**src/rtl/imem_loader_pkg.sv**
```systemverilog
`timescale 1ns/1ps
`default_nettype none
// ============================================================================
// Module      : imem_loader_pkg
// Description : Shared definitions for the instruction-memory loader: FSM
//               state encoding, default memory capacity and header length.
//               The CHK state exists only when IMEM_LOADER_CHECKSUM_EN is
//               defined.
// Revision    : 1.0 - initial release
// ============================================================================
package imem_loader_pkg;

  // Default instruction memory capacity in 32-bit words
  localparam int C_MAX_WORDS_DEFAULT = 32768;

  // Header carries the 32-bit word count, sent as four bytes
  localparam int C_HDR_BYTES = 4;

  typedef enum logic [2:0] {
    IDLE  = 3'd0,
    HDR   = 3'd1,
    DATA  = 3'd2,
    WRITE = 3'd3,
`ifdef IMEM_LOADER_CHECKSUM_EN
    CHK   = 3'd4,
`endif
    DONE  = 3'd5,
    ERR   = 3'd6
  } state_t;

endpackage

`default_nettype wire

```
**src/rtl/imem_byte_packer.sv**
```systemverilog
`timescale 1ns/1ps
`default_nettype none
// ============================================================================
// Module      : imem_byte_packer
// Description : Little-endian byte-to-word assembler. The first accepted byte
//               lands in bits [7:0]. word_valid is raised combinationally in
//               the same cycle as the fourth byte, with that byte driven
//               straight into word[31:24], so the consumer can register the
//               complete word on the accepting edge.
// Revision    : 1.0 - initial release
// Ports       : clock      - rising-edge clock
//               resetn     - asynchronous active-low reset
//               clear      - synchronous restart of the byte count
//               valid      - byte_in is being accepted this cycle
//               byte_in    - incoming byte
//               word       - assembled word (meaningful when word_valid)
//               word_valid - fourth byte of a word is being accepted
// ============================================================================
module imem_byte_packer
  import imem_loader_pkg::*;
(
  input  logic        clock,
  input  logic        resetn,
  input  logic        clear,
  input  logic        valid,
  input  logic [7:0]  byte_in,
  output logic [31:0] word,
  output logic        word_valid
);

  logic [1:0]  r_cnt;
  logic [23:0] r_acc;

  always_ff @(posedge clock or negedge resetn) begin
    if (!resetn) begin
      r_cnt <= 2'd0;
      r_acc <= 24'd0;
    end else if (clear) begin
      r_cnt <= 2'd0;
      r_acc <= 24'd0;
    end else if (valid) begin
      // Count wraps to 0 after the fourth byte, ready for the next word
      r_cnt <= r_cnt + 2'd1;
      case (r_cnt)
        2'd0:    r_acc[7:0]   <= byte_in;
        2'd1:    r_acc[15:8]  <= byte_in;
        2'd2:    r_acc[23:16] <= byte_in;
        default: ;
      endcase
    end
  end

  assign word       = {byte_in, r_acc};
  assign word_valid = valid && (r_cnt == 2'(C_HDR_BYTES - 1));

endmodule

`default_nettype wire

```
**src/rtl/imem_loader.sv**
```systemverilog
`timescale 1ns/1ps
`default_nettype none
// ============================================================================
// Module      : imem_loader
// Description : Loads a program image from a byte stream into instruction
//               memory. Stream format: 4-byte little-endian word count N,
//               then N little-endian words. Each completed word is written
//               in the cycle after its last byte is accepted. The processor
//               is held until the load completes.
//               Optional build macro IMEM_LOADER_CHECKSUM_EN: a trailing byte
//               equal to the XOR of all data bytes must follow the data.
// Revision    : 1.0 - initial release
// Parameters  : ADDR_W    - byte-address width of instruction memory
//               MAX_WORDS - memory capacity in 32-bit words
// Ports       : clock, resetn (async active-low)
//               start               - single-cycle load request
//               rx_valid/rx_data    - byte stream in
//               rx_ready            - byte taken when rx_valid && rx_ready
//               mem_we/addr/wdata   - instruction memory write port
//               busy, done, error   - load status
//               cpu_hold            - processor stall until image loaded
// ============================================================================
module imem_loader
  import imem_loader_pkg::*;
#(
  parameter int ADDR_W    = 17,
  parameter int MAX_WORDS = C_MAX_WORDS_DEFAULT
) (
  input  logic              clock,
  input  logic              resetn,
  input  logic              start,
  input  logic              rx_valid,
  input  logic [7:0]        rx_data,
  output logic              rx_ready,
  output logic              mem_we,
  output logic [ADDR_W-1:0] mem_addr,
  output logic [31:0]       mem_wdata,
  output logic              busy,
  output logic              done,
  output logic              error,
  output logic              cpu_hold
);

  // Wide enough to hold N itself (N may equal MAX_WORDS)
  localparam int IDX_W = $clog2(MAX_WORDS + 1);

  state_t           r_state;
  logic [IDX_W-1:0] r_index;
  logic [IDX_W-1:0] r_nwords;
`ifdef IMEM_LOADER_CHECKSUM_EN
  logic [7:0]       r_csum;
`endif

  logic             w_take;
  logic             w_launch;
  logic [31:0]      w_word;
  logic             w_word_valid;
  logic [IDX_W-1:0] w_idx_next;

  // Only header and data bytes go through the packer; the checksum byte does not
  assign w_take     = rx_valid && rx_ready && ((r_state == HDR) || (r_state == DATA));
  assign w_launch   = start && !busy;
  assign w_idx_next = r_index + IDX_W'(1);

  imem_byte_packer u_packer (
    .clock      (clock),
    .resetn     (resetn),
    .clear      (w_launch),
    .valid      (w_take),
    .byte_in    (rx_data),
    .word       (w_word),
    .word_valid (w_word_valid)
  );

  always_ff @(posedge clock or negedge resetn) begin
    if (!resetn) begin
      r_state   <= IDLE;
      rx_ready  <= 1'b0;
      mem_we    <= 1'b0;
      mem_addr  <= '0;
      mem_wdata <= 32'd0;
      busy      <= 1'b0;
      done      <= 1'b0;
      error     <= 1'b0;
      cpu_hold  <= 1'b1;
      r_index   <= '0;
      r_nwords  <= '0;
`ifdef IMEM_LOADER_CHECKSUM_EN
      r_csum    <= 8'd0;
`endif
    end else begin
      mem_we <= 1'b0;
      case (r_state)
        IDLE, DONE, ERR: begin
          if (start) begin
            r_state  <= HDR;
            rx_ready <= 1'b1;
            busy     <= 1'b1;
            done     <= 1'b0;
            error    <= 1'b0;
            cpu_hold <= 1'b1;
            r_index  <= '0;
            r_nwords <= '0;
`ifdef IMEM_LOADER_CHECKSUM_EN
            r_csum   <= 8'd0;
`endif
          end
        end

        HDR: begin
          if (w_word_valid) begin
            r_nwords <= w_word[IDX_W-1:0];
            if (w_word == 32'd0) begin
`ifdef IMEM_LOADER_CHECKSUM_EN
              // Empty image still carries a checksum byte (expected 0x00)
              r_state  <= CHK;
`else
              r_state  <= DONE;
              rx_ready <= 1'b0;
              busy     <= 1'b0;
              done     <= 1'b1;
              cpu_hold <= 1'b0;
`endif
            end else if (w_word > 32'(MAX_WORDS)) begin
              r_state  <= ERR;
              rx_ready <= 1'b0;
              busy     <= 1'b0;
              error    <= 1'b1;
            end else begin
              r_state  <= DATA;
            end
          end
        end

        DATA: begin
`ifdef IMEM_LOADER_CHECKSUM_EN
          if (w_take) begin
            r_csum <= r_csum ^ rx_data;
          end
`endif
          if (w_word_valid) begin
            r_state   <= WRITE;
            rx_ready  <= 1'b0;
            mem_we    <= 1'b1;
            mem_addr  <= ADDR_W'({r_index, 2'b00});
            mem_wdata <= w_word;
          end
        end

        WRITE: begin
          r_index <= w_idx_next;
          if (w_idx_next < r_nwords) begin
            r_state  <= DATA;
            rx_ready <= 1'b1;
          end else begin
`ifdef IMEM_LOADER_CHECKSUM_EN
            r_state  <= CHK;
            rx_ready <= 1'b1;
`else
            r_state  <= DONE;
            busy     <= 1'b0;
            done     <= 1'b1;
            cpu_hold <= 1'b0;
`endif
          end
        end

`ifdef IMEM_LOADER_CHECKSUM_EN
        CHK: begin
          if (rx_valid && rx_ready) begin
            rx_ready <= 1'b0;
            busy     <= 1'b0;
            if (rx_data == r_csum) begin
              r_state  <= DONE;
              done     <= 1'b1;
              cpu_hold <= 1'b0;
            end else begin
              r_state  <= ERR;
              error    <= 1'b1;
            end
          end
        end
`endif

        default: begin
          r_state  <= IDLE;
          rx_ready <= 1'b0;
          busy     <= 1'b0;
        end
      endcase
    end
  end

endmodule

`default_nettype wire

```
**config.mk**
```make
export PLATFORM = sky130hd
export DESIGN_NAME = imem_loader
export DESIGN_NICKNAME = d
export VERILOG_FILES = /design/src/rtl/imem_loader_pkg.sv /design/src/rtl/imem_byte_packer.sv /design/src/rtl/imem_loader.sv
export SDC_FILE = /design/constraint.sdc
export NUM_CORES = 1
export LEC_CHECK = 0
export CAP_MARGIN = 20
export CORE_MARGIN = 2
export CORE_UTILIZATION = 56
export CTS_BUF_LIST = sky130_fd_sc_hd__clkbuf_8 sky130_fd_sc_hd__clkbuf_16
export DETAILED_ROUTE_END_ITERATION = 12
export PLACE_DENSITY = 0.8
export SLEW_MARGIN = 25
export SYNTH_ARGS = -nofsm -noshare
export SYNTH_HDL_FRONTEND = slang
export SYNTH_SLANG_ARGS = --single-unit
```
**constraint.sdc**
```tcl
create_clock -name clock -period 3.5 [get_ports clock]
set_input_delay 0.7 -clock clock [delete_from_list [all_inputs] [get_ports clock]]
set_output_delay 0.7 -clock clock [all_outputs]
set_load 0.01 [all_outputs]
```
==> results of run 1 <==
-- placed cells by master, fill, tap and decap left out, types with 2 or more instances in the layout --
| cell | n |
|---|---|
| a22o_1 | 16 |
| clkdlybuf4s50_1 | 63 |
| nor2_1 | 16 |
| clkinv_2 | 5 |
| inv_1 | 27 |
| nor2b_1 | 3 |
| nor4_1 | 9 |
| a21oi_1 | 38 |
| a41o_1 | 2 |
| ha_1 | 20 |
| o21ai_0 | 29 |
| dfrtp_1 | 113 |
| mux2_4 | 43 |
| o31ai_1 | 6 |
| a31oi_1 | 4 |
| a41oi_1 | 2 |
| xor2_1 | 4 |
| nand3_1 | 33 |
| nand2_1 | 63 |
| mux2_2 | 2 |
| o22ai_1 | 2 |
| and2_1 | 3 |
| and3_1 | 5 |
| clkbuf_16 | 16 |
| xnor2_1 | 11 |
| conb_1 | 2 |
| a21boi_0 | 4 |
| nand2b_1 | 2 |
| bufinv_16 | 2 |
| nand4_1 | 2 |
| buf_4 | 7 |
| nor3_1 | 4 |
| and4_1 | 2 |
| clkinvlp_4 | 4 |
-- stage by stage --
stage | cells | util, % | setup WS, ps
floorplan | 515 | - | 549
global placement | 689 | 64.6 | 588
detailed placement | 689 | 64.6 | 416
CTS | 720 | 70.1 | 370
global route | 720 | 70.1 | 90.4
finish | 720 | 70.1 | 318
-- synthesized netlist by cell type, types with 4 or more instances --
master      n
a21boi_0    4
a21oi_1    39
a22o_1     16
a31oi_1     4
and3_1      5
buf_12      4
buf_4       4
clkbuf_1   16
dfrtp_1   113
ha_1       20
inv_1      24
mux2_4     43
nand2_1    63
nand3_1    33
nor2_1     16
nor3_1      4
nor4_1      9
o21ai_0    29
o31ai_1     6
xnor2_1    11
xor2_1      4
-- logic make-up after synthesis --
group	count (synthesis)	synth area share (%)
AO/OA/AOI/OAI	116	12.9
XOR/XNOR	16	2.79
adder cells (fa/ha/maj)	21	4.58
buffers and inverters	54	5.41
flip-flops	114	50.2
multiplexers	45	11.7
other	1	0.0659
AND/OR/NAND/NOR	147	12.3
-- metal layers --
metal / track usage (%) / up-vias / share of wire [%]
met1: 34.3 / 2150 / 42
met2: 40.4 / 204 / 48
met5: 0 / - / 0
met3: 6.43 / 43 / 6.8
met4: 10.7 / 0 / 3.3
li1: - / 1944 / -
-- registers in the layout, summed over array words and instances (netlist names) --
signal / cells
mem_wdata: 32
u_packer.r_acc: 24
done: 1
mem_we: 1
r_state: 3
rx_ready: 1
r_nwords: 16
error: 1
mem_addr: 15
r_index: 16
u_packer.r_cnt: 2
busy: 1
cpu_hold: 1
-- worst min path at each step --
| stage | startpoint | endpoint | slack [ps] | depth (start not counted) |
|---|---|---|---|---|
| after detailed placement | mem_wdata[15]$_DFFE_PN0P_ | mem_wdata[15]$_DFFE_PN0P_ | 470 | 2 |
| final | resetn | mem_wdata[7]$_DFFE_PN0P_ | 260 | 1 |
| after floorplan | resetn | busy$_DFFE_PN0P_ | 400 | 0 |
| after CTS | resetn | mem_wdata[11]$_DFFE_PN0P_ | 280 | 1 |
| after global routing | resetn | mem_wdata[17]$_DFFE_PN0P_ | 300 | 1 |
| after global placement | mem_wdata[15]$_DFFE_PN0P_ | mem_wdata[15]$_DFFE_PN0P_ | 470 | 2 |
-- worst max-delay path: stages (launching register included) --
cell and delay (ps):
dfrtp_1 480, ha_1 310, nand2_1 100, nor3_1 170
buf_4 180, nand3_1 160, xnor2_1 190, ha_1 290
nand2_1 70, nor4_1 380, a31oi_1 300, a41o_1 300
a21o_1 150
-- power by group --
| part | internal (mW) | switching (mW) |
|---|---|---|
| Combinational | 0.455 | 0.754 |
| Clock | 0.990 | 0.593 |
| Sequential | 1.45 | 0.213 |
-- layout make-up --
| class | instances | share of cell area [%] |
|---|---|---|
| multi-input cells | 347 | 36.8 |
| well taps | 133 | 2.42 |
| clock buffers | 17 | 6.01 |
| repair buffers | 71 | 10.2 |
| clock inverters | 14 | 1.83 |
| inverters | 24 | 1.31 |
| flip-flops and latches | 114 | 41.4 |
==> impl_metrics.py, run 1 <==
metrics = {
    "setup_path": {
        "start_kind": "flip-flop",
        "cp-end-kind": "flip-flop",
        "setup.worst_path.start": "r_index[0]$_DFFE_PN0P_",
        "crit_required_ps": 3910,
        "r2r_slack_ps": 320,
        "worst_r2r_endpoint": "busy$_DFFE_PN0P_",
        "arrival_ps": 3590,
        "crit_type": "reg2reg",
        "rr_worst_depth": 12,
        "path_max_fanout": 7,
        "worstSetupEndpoint": "busy$_DFFE_PN0P_",
        "r2r-start": "r_index[0]$_DFFE_PN0P_",
    },
    "sta": {
        "finalSetupViolCount": 0,
        "period_share_pct": 90.9,
        "fin_worst_skew_ps": 8.45,
        "fin_tns_setup_ps": 0,
        "rsz0062_at_grt": "no",
        "max_slew_margin_pct": 39.2,
        "worst_pin_slew_ps": 912,
        "min_period_ps": 3180,
        "max_freq_mhz": 314,
        "finalHoldViolCount": 0,
        "slew_violations": 0,
        "timing.hold.ws_ps": 264,
    },
    "clock_tree": {
        "clk_path_buf_depth": 2,
        "clock_sinks": 114,
        "clock_latency_ps": 510,
        "cts_made_buffers": 17,
        "cts_root_buf": "clkbuf_8",
        "post_cts_buffers": 0,
        "path_clk_slew_ps": 60,
        "cts_tree": "yes",
        "cts.repair.resized": 0,
        "htreeDepth": 4,
        "hold_buffers": 0,
    },
    "placed_design": {
        "portBuffers": 64,
        "post_dp_cell_area_um2": 6340,
        "gp_congestion": 0.912,
        "dp_hpwl_um": 8760,
    },
    "routing": {
        "wire_per_inst_um": 18.9,
        "vias_per_cell": 6.03,
        "firstDrtPassIters": 5,
        "detail-route-antenna-nets": 0,
        "totalWireLength_um": 13600,
        "vias": 4341,
        "drt-initial-drc-count": 371,
        "route.detailed.drc": 0,
    },
    "synthesis": {
        "dominantRegCellSynth": "dfrtp_1",
        "synth_cell_types": 53,
        "yosysTopAreaCellShare_pct": 49.7,
        "synthArstFlopShare_pct": 100,
        "synth_area_leaders": "dfrtp_1 (50%), mux2_4 (11%), ha_1 (4.4%), nand2_1 (4.2%), a21oi_1 (3.4%)",
        "synth_area_um2": 5690,
        "synth_seq_area_share_pct": 50.2,
        "synth_edf_count": 0,
        "ys_ff_latch": 114,
        "ys.warnings.count": 0,
        "syn_area_per_cell_um2": 11.1,
        "syn_inst": 514,
        "yosys.area.top_type": "dfrtp_1",
    },
    "floorplanning": {
        "die_w_um": 105,
        "start_util_pct": 57.9,
        "ios": 67,
        "row_count": 36,
        "coreArea_um2": 9820,
        "die_h_um": 105,
        "dieArea_um2": 11000,
    },
    "cells_and_area": {
        "syn_to_final_growth_pct": 21.1,
        "multi_input_area_um2": 2530,
        "ff_latch_area_um2": 2850,
        "final_net_count": 607,
        "final_area_um2": 6890,
        "drive_above_1_share_pct": 15.2,
        "n_antenna_cell": 0,
        "nFillCells": 733,
    },
    "global_route": {
        "grt_pass1_wl_um": 22200,
        "track_usage_pct": 25.8,
        "grt_pass1_vias": 4319,
        "grt_max_degree": 59,
        "antenna_found_initial": 0,
        "gr-total-overflow": 0,
    },
    "power_and_ir_drop": {
        "power_density_nw_per_um2": 647,
        "p_total_mw": 4.46,
        "vdd_drop_max_mv": 0.751,
        "p_leak_nw": 3.22,
    },
    "run": {
        "maxCapViolations": 0,
    },
    "min_path": {
        "min_path_type": "in2async",
    },
    "outcome": {
        "status": "finished clean",
    },
}
(Power assumes the default switching activity.)
==> run 2: changes to the inputs <==
- CORE_UTILIZATION: 56 -> 58
- CTS_BUF_LIST: sky130_fd_sc_hd__clkbuf_8 sky130_fd_sc_hd__clkbuf_16 -> sky130_fd_sc_hd__clkbuf_4
- PLACE_DENSITY: 0.8 -> 0.82
==> run 2 against run 1 <==
Effect of this change:
- combinational power about the same
- global-route usage decreased by 0.35 points
- clock skew increased by 4.8 ps
- largest cell class unchanged
- cell count increased by 0.14%
- first-iteration DRC count increased by 0.81%
- register-to-register slack about the same
- clock power decreased by 19%
- worst hold slack got worse by 7.0 ps
==> impl_metrics.py, run 2 (synthesis gave the netlist of run 1 again) <==
metrics = {
    "setup_path": {
        "cp_num_buf_inv": 0,
        "cp_slowest_cell": "dfrtp_1",
        "path_cells": "and3_1, and3_1, and2_1, nand3_1, xnor2_1, ha_1, nand2_1, nor4_1, a31oi_1, a21boi_0, o221ai_1",
        "rr_worst_depth": 11,
        "path_depth": 11,
        "crit_type": "reg2reg",
        "crit_required_ps": 3890,
        "setup.worst_path.start": "r_index[6]$_DFFE_PN0P_",
        "r2r_slack_ps": 320,
        "path_max_fanout": 9,
        "worstSetupEndpoint": "r_state[1]$_DFFE_PN0P_",
        "cp-end-kind": "flip-flop",
        "start_kind": "flip-flop",
        "r2r-start": "r_index[6]$_DFFE_PN0P_",
        "crit_top_cell": "and3_1",
        "crit_family": "simple AND/OR/NAND/NOR gates",
        "max_stage_delay_ps": 490,
        "worst_r2r_endpoint": "r_state[1]$_DFFE_PN0P_",
        "arrival_ps": 3580,
    },
    "routing": {
        "wire_per_inst_um": 17.4,
        "detail-route-antenna-nets": 0,
        "firstDrtPassIters": 5,
        "vias_per_cell": 5.83,
        "drt-initial-drc-count": 374,
        "route.detailed.drc": 0,
        "totalWireLength_um": 12500,
        "vias": 4205,
    },
    "cells_and_area": {
        "final_cell_mix": "dfrtp_1 (113), nand2_1 (63), clkdlybuf4s50_1 (63), mux2_4 (43), a21oi_1 (39)",
        "largest_register": "mem_wdata",
        "final_area_um2": 6720,
        "largest_register_ffs": 32,
        "fin_util_pct": 69.7,
        "multi_input_area_um2": 2530,
        "layout_commonest_cell": "dfrtp_1",
        "ff_latch_area_um2": 2850,
        "drive_above_1_share_pct": 15.0,
        "top_regs": "mem_wdata x32, u_packer.r_acc x24",
        "syn_to_final_growth_pct": 18.2,
        "final_net_count": 607,
        "nFillCells": 714,
        "n_antenna_cell": 0,
    },
    "floorplanning": {
        "die_w_um": 103,
        "dieArea_um2": 10600,
        "start_util_pct": 59.0,
        "die_h_um": 103,
        "row_count": 36,
        "coreArea_um2": 9640,
        "ios": 67,
    },
    "sta": {
        "finalSetupViolCount": 0,
        "period_share_pct": 91.0,
        "timing.hold.ws_ps": 257,
        "min_period_ps": 3180,
        "fin_tns_setup_ps": 0,
        "rsz0062_at_grt": "no",
        "fin_worst_skew_ps": 13.2,
        "worst_pin_slew_ps": 951,
        "slew_violations": 0,
        "max_slew_margin_pct": 36.6,
        "setup_ws_ps": 316,
        "max_freq_mhz": 314,
        "finalHoldViolCount": 0,
    },
    "run": {
        "maxCapViolations": 0,
    },
    "global_route": {
        "gr-total-overflow": 0,
        "grt_pass1_vias": 4104,
        "track_usage_pct": 25.4,
        "antenna_found_initial": 0,
        "grt_pass1_wl_um": 20500,
        "grt_max_degree": 65,
    },
    "power_and_ir_drop": {
        "p_leak_nw": 3.15,
        "vdd_drop_max_mv": 0.639,
        "power_density_nw_per_um2": 612,
    },
    "min_path": {
        "min_path_type": "in2async",
    },
    "clock_tree": {
        "clock_latency_ps": 520,
        "cts_root_buf": "clkbuf_4",
        "cts_tree": "yes",
        "clk_path_buf_depth": 2,
        "post_cts_buffers": 0,
        "path_clk_slew_ps": 110,
        "hold_buffers": 0,
        "htreeDepth": 4,
        "cts.repair.resized": 0,
        "cts_made_buffers": 17,
        "clock_sinks": 114,
    },
    "placed_design": {
        "place_ws_ps": 384,
        "post_dp_cell_area_um2": 6340,
        "dp_hpwl_um": 8780,
        "gp_congestion": 0.953,
        "portBuffers": 64,
    },
    "outcome": {
        "status": "finished clean",
    },
}
-- run 2: cell count changes in the layout (fill, tap and decap cells not counted) --
cell	change
inv_1	-3
clkbuf_4	+18
clkinv_2	-2
a21oi_1	+1
clkinv_1	+4
clkinvlp_4	-4
clkbuf_8	-1
a21oi_2	-1
bufinv_16	+5
clkbuf_16	-16
-- run 2: layout make-up --
class                   instances  area share, %
flip-flops and latches        114           42.5
multi-input cells             347           37.7
repair buffers                 71           10.5
clock inverters                14           3.58
well taps                     133           2.48
clock buffers                  18           2.01
inverters                      24           1.34
-- run 2: where the power goes --
group / internal [mW] / total [mW] / switching (mW)
Combinational: 0.453 / 1.18 / 0.724
Clock: 0.777 / 1.28 / 0.506
Sequential: 1.45 / 1.65 / 0.204
-- run 2: stage by stage --
stage,instances,total power [mW]
2_1_floorplan,515,2.49
5_1_grt,721,4.33
6_report,721,4.11
3_5_place_dp,689,2.83
4_1_cts,721,4.11
3_3_place_gp,689,2.77
-- run 2: how the worst min path moves through the flow --
stage,startpoint,endpoint,slack [ps],depth (start not counted)
after floorplan,resetn,busy$_DFFE_PN0P_,400,0
after global placement,mem_addr[10]$_DFFE_PN0P_,mem_addr[10]$_DFFE_PN0P_,470,2
after detailed placement,r_nwords[15]$_DFFE_PN0P_,r_nwords[15]$_DFFE_PN0P_,480,1
after CTS,resetn,mem_wdata[20]$_DFFE_PN0P_,260,1
after global routing,resetn,mem_wdata[20]$_DFFE_PN0P_,290,1
final,resetn,mem_wdata[21]$_DFFE_PN0P_,260,1
-- run 2: metal layers --
| metal | wire length, um | GRT usage (%) | vias to the layer above | share of wire, % |
|---|---|---|---|---|
| li1 | - | - | 1953 | - |
| met5 | 0 | 0 | - | 0 |
| met2 | 5930 | 37.6 | 175 | 47 |
| met1 | 5560 | 36.3 | 2054 | 44 |
| met3 | 850 | 7.93 | 23 | 6.8 |
| met4 | 201 | 7.59 | 0 | 1.6 |
